--- src/rtl/seq_datapath.sv ---
// Self-sequencing register-file/shifter/ALU datapath executing one ALU or load command per handshake.
// Define SEQ_DP_DUAL_READ_EN to fetch both ALU operands in a single read cycle.
module seq_datapath #(
  parameter int WIDTH = 16,
  parameter int NREG  = 8,
  parameter int RW    = $clog2(NREG)
) (
  input  logic             clk,
  input  logic             reset,
  input  logic             req_valid,
  output logic             req_ready,
  input  logic             kind,
  input  logic [1:0]       alu_op,
  input  logic [1:0]       shift,
  input  logic [RW-1:0]    rn,
  input  logic [RW-1:0]    rm,
  input  logic [RW-1:0]    rd,
  input  logic             a_zero,
  input  logic             use_imm,
  input  logic             wb_en,
  input  logic             load_flags,
  input  logic [1:0]       wsrc,
  input  logic [WIDTH-1:0] imm,
  input  logic [WIDTH-1:0] ext_in,
  input  logic [WIDTH-1:0] mdata,
  input  logic [WIDTH-1:0] pc,
  output logic             done,
  output logic [WIDTH-1:0] result,
  output logic             n_out,
  output logic             v_out,
  output logic             z_out
);

  typedef enum logic [2:0] {IDLE, RDA, RDB, EXEC, WB, LD} state_t;
  state_t state;

  logic [1:0]              op_p0, shift_p0;
  logic [RW-1:0]           rn_p0, rm_p0, rd_p0;
  logic                    az_p0, imm_sel_p0, wb_p0, lf_p0;
  logic signed [WIDTH-1:0] imm_p0, ld_p0;
  logic signed [WIDTH-1:0] regs [NREG];
  logic signed [WIDTH-1:0] a_p1, b_p1, c_p2;
  logic                    n_p2, v_p2, z_p2;
  logic signed [WIDTH-1:0] ain, bin, alu_r;
  logic                    alu_v, accept;

  function automatic logic signed [WIDTH-1:0] shift_b(input logic signed [WIDTH-1:0] x,
                                                      input logic [1:0] sh);
    case (sh)
      2'b01:   return x <<< 1;
      2'b10:   return x >> 1;
      2'b11:   return x >>> 1;
      default: return x;
    endcase
  endfunction

  // Returns {overflow, result}; overflow only meaningful for add/sub.
  function automatic logic [WIDTH:0] alu(input logic [1:0] op,
                                         input logic signed [WIDTH-1:0] a,
                                         input logic signed [WIDTH-1:0] b);
    logic signed [WIDTH-1:0] r;
    logic ov;
    r  = '0;
    ov = 1'b0;
    case (op)
      2'b00: begin
        r  = a + b;
        ov = (a[WIDTH-1] == b[WIDTH-1]) && (r[WIDTH-1] != a[WIDTH-1]);
      end
      2'b01: begin
        r  = a - b;
        ov = (a[WIDTH-1] != b[WIDTH-1]) && (r[WIDTH-1] != a[WIDTH-1]);
      end
      2'b10:   r = a & b;
      default: r = ~b;
    endcase
    return {ov, r};
  endfunction

  assign req_ready = (state == IDLE) && !reset;
  assign accept    = req_valid && req_ready;
  assign result    = c_p2;
  assign n_out     = n_p2;
  assign v_out     = v_p2;
  assign z_out     = z_p2;

  always_comb begin
    ain            = az_p0 ? '0 : a_p1;
    bin            = imm_sel_p0 ? imm_p0 : shift_b(b_p1, shift_p0);
    {alu_v, alu_r} = alu(op_p0, ain, bin);
  end

  // Stage p0: command capture; the load source is resolved here so only one word is kept.
  always_ff @(posedge clk) begin
    if (accept) begin
      op_p0      <= alu_op;
      shift_p0   <= shift;
      rn_p0      <= rn;
      rm_p0      <= rm;
      rd_p0      <= rd;
      az_p0      <= a_zero;
      imm_sel_p0 <= use_imm;
      wb_p0      <= wb_en;
      lf_p0      <= load_flags;
      imm_p0     <= imm;
      case (wsrc)
        2'b00:   ld_p0 <= ext_in;
        2'b01:   ld_p0 <= imm;
        2'b10:   ld_p0 <= mdata;
        default: ld_p0 <= pc;
      endcase
    end
  end

  // Stages p1/p2: operand read, execute and writeback sequenced by the state machine.
  always_ff @(posedge clk or posedge reset) begin
    if (reset) begin
      state <= IDLE;
      done  <= 1'b0;
      a_p1  <= '0;
      b_p1  <= '0;
      c_p2  <= '0;
      n_p2  <= 1'b0;
      v_p2  <= 1'b0;
      z_p2  <= 1'b0;
      for (int i = 0; i < NREG; i++) regs[i] <= '0;
    end else begin
      done <= 1'b0;
      case (state)
        IDLE: begin
          if (req_valid) begin
            state <= kind ? LD : RDA;
            done  <= kind;
          end
        end
        RDA: begin
          a_p1 <= regs[rn_p0];
`ifdef SEQ_DP_DUAL_READ_EN
          b_p1  <= regs[rm_p0];
          state <= EXEC;
`else
          state <= RDB;
`endif
        end
        RDB: begin
          b_p1  <= regs[rm_p0];
          state <= EXEC;
        end
        EXEC: begin
          c_p2 <= alu_r;
          if (lf_p0) begin
            n_p2 <= alu_r[WIDTH-1];
            v_p2 <= alu_v;
            z_p2 <= (alu_r == '0);
          end
          done  <= 1'b1;
          state <= WB;
        end
        WB: begin
          if (wb_p0) regs[rd_p0] <= c_p2;
          state <= IDLE;
        end
        LD: begin
          regs[rd_p0] <= ld_p0;
          state       <= IDLE;
        end
        default: state <= IDLE;
      endcase
    end
  end

endmodule

--- config.mk ---
export PLATFORM = sky130hd
export DESIGN_NAME = seq_datapath
export DESIGN_NICKNAME = d
export VERILOG_FILES = /design/src/rtl/seq_datapath.sv
export SDC_FILE = /design/constraint.sdc
export NUM_CORES = 1
export LEC_CHECK = 0
export ABC_AREA = 1
export ABC_CLOCK_PERIOD_IN_PS = 13500
export BUFFER_PORTS_ARGS = -buffer_cell sky130_fd_sc_hd__buf_2
export CAP_MARGIN = 10
export CORE_ASPECT_RATIO = 1.75
export CORE_MARGIN = 1.5
export CORE_UTILIZATION = 50
export CTS_CLUSTER_SIZE = 24
export DETAILED_ROUTE_END_ITERATION = 10
export PLACE_DENSITY = 0.68
export SYNTH_ARGS = -nofsm -noshare
export SYNTH_HDL_FRONTEND = slang
export SYNTH_SLANG_ARGS = --single-unit
--- constraint.sdc ---
create_clock -name clk -period 13.5 [get_ports clk]
set_input_delay 1.35 -clock clk [delete_from_list [all_inputs] [get_ports clk]]
set_output_delay 1.35 -clock clk [all_outputs]
set_load 0.005 [all_outputs]
==> results.py, run 1 <==
metrics = {
    "run_status": {
        "status": "complete, no violations",
    },
    "routing": {
        "ant_nets": 0,
        "drt-initial-drc-count": 1165,
        "drt_pass1_iterations": 7,
        "vias_per_cell": 5.737,
        "drc": 0,
        "wl_um": 47530,
        "wl_per_cell_um": 20.47,
        "vias": 13320,
    },
    "min_path": {
        "min-delay-start": "regs[38]",
        "hold_class": "register to register",
    },
    "place": {
        "place_ws_ps": 9983,
        "place.gp.congestion": 1.035,
        "placed_cells": 2276,
        "numPortBuffers": 107,
        "hpwl_um": 34840,
    },
    "clock_tree": {
        "ctsHtreeMaxLevel": 1,
        "clk_path_buf_depth": 3,
        "clock-root-buffer": "clkbuf_16",
        "cts.sinks": 232,
        "ctsResizeCount": 0,
        "insertion_delay_ps": 530,
        "clk_pin_slew_ps": 60,
        "cts_made_buffers": 25,
        "cts_hold_repair.buffers": 0,
        "postCtsSetupRepairBufs": 0,
        "cts_tree": "done",
    },
    "finish": {
        "area_growth_pct": 11.33,
        "multi_input_area_um2": 6565,
        "stdcell_count": 2322,
        "num_antenna_cells": 0,
        "nets": 2055,
        "seqCellArea_um2": 6051,
        "drive_gt1_share_pct": 10.34,
        "final_core_util_pct": 56.66,
        "n_fill_cell": 2698,
    },
    "floorplan": {
        "die_y_um": 223.2,
        "row_count": 80,
        "die_area_um2": 28760,
        "core_um2": 27230,
        "start_util_pct": 50.90,
        "ioPinCount": 108,
        "die_w_um": 128.8,
    },
    "grt": {
        "grt_pass1_vias": 13150,
        "grt-ovfl-total": 0,
        "grt_max_degree": 103,
        "grt_pass1_wl_um": 73170,
        "grt_usage_pct": 33.89,
        "antenna_found_initial": 0,
    },
    "pwr": {
        "p_leak_nw": 7.241,
        "vdd_ir_drop_max_mv": 0.1270,
        "p_per_area_nw_per_um2": 192.7,
    },
    "yosys": {
        "synth-warning-count": 0,
        "ys_dominant_reg_cell": "dfrtp_1",
        "ys_ff_latch": 232,
        "syn-cell-area_um2": 13860,
        "avgSynthCellArea_um2": 7.328,
        "synth_cells": 1891,
        "synth_edf_count": 49,
        "synthArstFlopShare_pct": 78.88,
        "seq_area_frac_synth_pct": 43.67,
        "ys_types": 45,
        "synth_fp_nets": 2012,
    },
    "timing": {
        "setup_slack_ps": 9964,
        "hold_slack_ps": 488.5,
        "tightest_slew_ps": 1128,
        "setup_tns_ps": 0,
        "min_period_ps": 3536,
        "drv_slew": 0,
        "clock.fmax_ghz": 0.2828,
        "hold_viol_final": 0,
        "finalSetupViolations": 0,
        "rsz0062_at_grt": "no",
        "clock-skew-final_ps": 13.99,
        "relSlewSlack_pct": 24.75,
        "min_period_over_period_pct": 26.19,
    },
    "worst_setup_path": {
        "startpoint_type": "register",
        "cp.required_ps": 13970,
        "critPathCaptureType": "register",
        "reg2reg_from": "imm_sel_p0",
        "crit_type": "register to register",
        "startpoint": "imm_sel_p0",
        "cp.arrival_ps": 4010,
        "crit_fanout": 20,
    },
    "run": {
        "drv_cap": 0,
    },
}
==> kinds of logic after synthesis <==
logic type	synth area share (%)
buffers and inverters	9.228
AO/OA/AOI/OAI	18.71
multiplexers	0.1625
XOR/XNOR	0.06322
adder cells (fa/ha/maj)	3.178
flip-flops	43.67
AND/OR/NAND/NOR	24.99
==> cells in the mapped netlist, types with 2 or more instances <==
library cell | n | area, µm²
nand4_1 | 32 | 200.2
o21ai_2 | 4 | 35.03
fa_1 | 2 | 40.04
o221ai_1 | 2 | 17.52
ha_1 | 32 | 400.4
nand3_1 | 172 | 860.8
or2_2 | 2 | 12.51
buf_6 | 2 | 22.52
buf_4 | 2 | 15.01
o21ai_0 | 230 | 1151
a31oi_1 | 43 | 269.0
nor3_1 | 5 | 25.02
mux2_2 | 2 | 22.52
edfxtp_1 | 49 | 1471
buf_2 | 20 | 100.1
nand3_2 | 2 | 20.02
o21bai_1 | 3 | 22.52
nor2_2 | 2 | 12.51
nand2_1 | 473 | 1775
o22ai_1 | 10 | 62.56
and3_1 | 2 | 12.51
dfrtp_1 | 183 | 4579
o21a_1 | 6 | 45.04
clkinv_1 | 2 | 7.510
inv_1 | 209 | 784.5
nor2_1 | 124 | 465.5
inv_2 | 8 | 30.03
o21ai_1 | 4 | 20.02
buf_1 | 3 | 11.26
nand2_2 | 2 | 12.51
o211ai_1 | 40 | 300.3
a21oi_1 | 127 | 635.6
clkbuf_1 | 80 | 300.3
==> power breakdown <==
group	switching, mW	total, mW	leakage, nW	internal, mW
Combinational	0.791	1.15	3.99	0.359
Sequential	0.163	1.11	2.82	0.946
Clock	0.294	0.714	0.433	0.420
==> layer usage <==
metal  part of all wire [%]  track usage (%)
met5                      0                0
met4                    8.5            25.77
met3                    5.0            3.933
met2                     50            59.29
met1                     36            36.89
==> registers in the layout, summed over array words and instances (netlist names) <==
name and flops:
az_p0 1, ld_p0 16, op_p0 2, rn_p0 3, z_out 1, wb_p0 1, state 3, rm_p0 3
shift_p0 2, done 1, imm_sel_p0 1, imm_p0 16, rd_p0 3, result 16, a_p1 16, lf_p0 1
b_p1 16, regs 128, v_out 1, n_out 1
==> layout make-up <==
type	count	area share (%)
multi-input cells	1332	42.55
well taps	369	2.993
clock inverters	13	0.8597
flip-flops and latches	232	39.22
inverters	219	5.361
clock buffers	33	4.712
repair buffers	124	4.298
==> critical path: stages, from the launching register on <==
cell and delay, ps:
edfxtp_1 630, inv_1 460, o21ai_2 130, inv_1 100, ha_1 220, inv_1 90
fa_1 460, inv_1 210, nand3_1 130, nand2_1 170, nand2_1 90, nand2_1 60
nand2_1 40, nand3_1 90, nand4_1 140, nor2_1 120, nand2_1 100, nor2_1 100
nand3_1 70, nand2_1 60
==> final timing paths <==
kind,end,slack [ps],cells past startpoint
min in group asynchronous,state[2],950,2
max in group asynchronous,regs[112],10620,4
setup reg to reg,z_out,9960,19
hold reg to reg,regs[38],490,2
setup / recovery,z_out,9960,19
hold / removal,regs[38],490,2
==> layout by cell type, fill, tap and decap left out, types with 3 or more instances in the layout <==
master	synthesis	routed
a31oi_1	43	43
buf_2	20	107
a21oi_1	127	127
clkinv_2	0	7
o21a_1	6	6
o21ai_0	230	230
o22ai_1	10	10
clkbuf_8	0	5
nand4_1	32	32
o21bai_1	3	3
ha_1	32	32
clkbuf_16	0	26
o21ai_2	4	4
nor2_1	124	123
nor3_1	5	3
o21ai_1	4	4
edfxtp_1	49	49
buf_4	2	17
dfrtp_1	183	183
o211ai_1	40	40
inv_1	209	208
inv_2	8	8
nand2_1	473	473
nand3_1	172	172
==> metrics by stage <==
| stage | power, mW | instance area, µm² |
|---|---|---|
| after global routing | 3.171 | 15430 |
| after detailed placement | 2.247 | 14570 |
| final | 2.973 | 15430 |
| after global placement | 2.223 | 14570 |
| after floorplan | 1.859 | 13860 |
| after CTS | 2.963 | 15430 |
(Power assumes the default switching activity.)
==> run 2, diff against run 1 <==
--- a/config.mk
+++ b/config.mk
@@ -6,7 +6,7 @@
 export NUM_CORES = 1
 export LEC_CHECK = 0
 export ABC_AREA = 1
-export ABC_CLOCK_PERIOD_IN_PS = 13500
+export ABC_CLOCK_PERIOD_IN_PS = 3000
 export BUFFER_PORTS_ARGS = -buffer_cell sky130_fd_sc_hd__buf_2
 export CAP_MARGIN = 10
 export CORE_ASPECT_RATIO = 1.75
@@ -14,7 +14,7 @@
 export CORE_UTILIZATION = 50
 export CTS_CLUSTER_SIZE = 24
 export DETAILED_ROUTE_END_ITERATION = 10
-export PLACE_DENSITY = 0.68
+export PLACE_DENSITY = 0.71
 export SYNTH_ARGS = -nofsm -noshare
 export SYNTH_HDL_FRONTEND = slang
 export SYNTH_SLANG_ARGS = --single-unit
==> constraint.sdc (replaced) <==
create_clock -name clk -period 3 [get_ports clk]
set_input_delay 0.3 -clock clk [delete_from_list [all_inputs] [get_ports clk]]
set_output_delay 0.3 -clock clk [all_outputs]
set_load 0.005 [all_outputs]
==> run 2 against run 1 <==
  * Via count grew 4.8%
  * Non-clock buffer count up 117
  * Largest power group unchanged
  * Setup slack lost 9900 ps
  * Die area is the same
  * Largest cell class unchanged
  * Critical path depth shrank 1
  * Critical endpoint is now result[14]
==> results.py, run 2 (synthesis results as in run 1) <==
metrics = {
    "run_status": {
        "status": "complete, no violations",
    },
    "worst_setup_path": {
        "critPathCaptureType": "register",
        "crit_fanout": 12,
        "reg2reg_from": "shift_p0[1]",
        "crit_type": "register to register",
        "cp.arrival_ps": 3290,
        "startpoint": "shift_p0[1]",
        "startpoint_type": "register",
        "cp.required_ps": 3400,
    },
    "place": {
        "placed_cells": 2353,
        "hpwl_um": 36110,
        "place_ws_ps": -186.9,
        "numPortBuffers": 107,
        "place.gp.congestion": 0.9898,
    },
    "routing": {
        "drt_pass1_iterations": 5,
        "wl_um": 49470,
        "wl_per_cell_um": 20.31,
        "drc": 0,
        "vias": 13970,
        "drt-initial-drc-count": 987,
        "ant_nets": 0,
        "vias_per_cell": 5.733,
    },
    "clock_tree": {
        "cts.sinks": 232,
        "cts_made_buffers": 23,
        "ctsHtreeMaxLevel": 1,
        "insertion_delay_ps": 530,
        "cts_tree": "done",
        "clk_path_buf_depth": 3,
        "clock-root-buffer": "clkbuf_16",
        "clk_pin_slew_ps": 60,
    },
    "timing": {
        "clock.fmax_ghz": 0.3464,
        "drv_slew": 0,
        "relSlewSlack_pct": 32.78,
        "finalSetupViolations": 0,
        "tightest_slew_ps": 1005,
        "min_period_ps": 2887,
        "hold_slack_ps": 32.01,
        "rsz0062_at_grt": "yes",
        "clock-skew-final_ps": 13.15,
        "setup_slack_ps": 113.1,
        "hold_viol_final": 0,
        "min_period_over_period_pct": 96.23,
    },
    "grt": {
        "grt_pass1_wl_um": 75010,
        "grt_pass1_vias": 13650,
        "grt-ovfl-total": 0,
        "grt_max_degree": 102,
        "antenna_found_initial": 0,
        "grt_usage_pct": 34.72,
    },
    "finish": {
        "n_fill_cell": 2481,
        "num_antenna_cells": 0,
        "top_register": "regs",
        "layout_commonest_cell": "nand2_1",
        "drive_gt1_share_pct": 17.51,
        "nets": 2171,
        "final_cell_mix": "nand2_1 (455), o21ai_0 (228), inv_1 (201)",
        "stdcell_count": 2436,
        "largest_register_ffs": 128,
        "area_growth_pct": 21.62,
    },
    "floorplan": {
        "die_y_um": 223.2,
        "die_w_um": 128.8,
        "core_um2": 27230,
        "ioPinCount": 108,
        "start_util_pct": 50.90,
        "row_count": 80,
        "die_area_um2": 28760,
    },
    "run": {
        "drv_cap": 0,
    },
    "pwr": {
        "p_per_area_nw_per_um2": 843.4,
        "p_leak_nw": 7.806,
        "vdd_ir_drop_max_mv": 0.4268,
    },
    "min_path": {
        "hold_class": "primary input to register",
        "min-delay-start": "a_zero",
    },
}
==> run 2: cell count changes in the layout (fill, tap and decap cells not counted), sizes merged <==
cell	before	now
inv	219	218
nand2	476	477
buf	124	208
bufinv	2	3
clkinv	11	6
dlygate4sd3	0	33
clkinvlp	0	1
==> run 2: worst max-delay path, cell delays in order (launching register included) <==
cell and delay [ps]:
edfxtp_1 460, buf_6 180, inv_8 80, buf_12 140
o22ai_1 90, o21ai_2 240, ha_4 260, buf_4 150
nand2_1 140, inv_1 70, nand2_2 90, nand3_2 80
buf_4 140, nand3b_1 120, nand3_1 80, nand3_1 90
nand4_1 130, nand2_1 120, o21ai_0 90
==> run 2: worst paths after layout <==
kind                                   end  slack [ps]  cells after the start
max in group asynchronous        regs[106]        1710                      4
min in group asynchronous        result[9]         530                      3
worst max register to register  result[14]         110                     18
worst min-delay path                 az_p0          30                      1
worst min register to register       v_out         480                      2
worst max-delay path            result[14]         110                     18
==> run 2: layer usage <==
layer	track usage, %	up-vias	share of wire, %
met4	24.61	0	8.0
met2	61.84	583	51
li1	-	6631	-
met3	4.029	171	5.4
met5	0	-	0
met1	37.58	6580	35
==> run 2: cell type report <==
class / count / area, µm² / share of cell area, %
multi-input cells: 1333 / 6993 / 41.50
flip-flops and latches: 232 / 6051 / 35.90
repair buffers: 241 / 1719 / 10.20
inverters: 219 / 833.3 / 4.945
clock buffers: 33 / 664.4 / 3.942
well taps: 369 / 461.7 / 2.740
clock inverters: 9 / 130.1 / 0.7721
==> run 2: timing repair <==
action                                 in CTS  in global routing
endpoints found under the hold margin      62                  0
hold buffers                               33                  0
resized for setup                          15                 93
setup endpoints to repair                   4                 10
pin swaps                                   1                 25
buffers inserted                            1                  6
cloned                                      0                  1
==> run 2: where the power goes <==
part | internal, mW | switching [mW] | total [mW]
Clock | 1.81 | 1.27 | 3.08
Combinational | 2.24 | 3.92 | 6.16
Sequential | 4.26 | 0.716 | 4.97
==> run 2: per-stage QoR <==
step | area [µm²] | total power, mW | TNS (ps) | util (%)
4_1_cts | 16410 | 13.74 | 0 | 60.28
3_5_place_dp | 15230 | 10.58 | -294.8 | 55.95
5_1_grt | 16850 | 15.07 | -79.23 | 61.90
6_report | 16850 | 14.21 | 0 | 61.90
3_3_place_gp | 15230 | 10.47 | -206.2 | 55.95
2_1_floorplan | 13870 | 8.365 | 0 | -
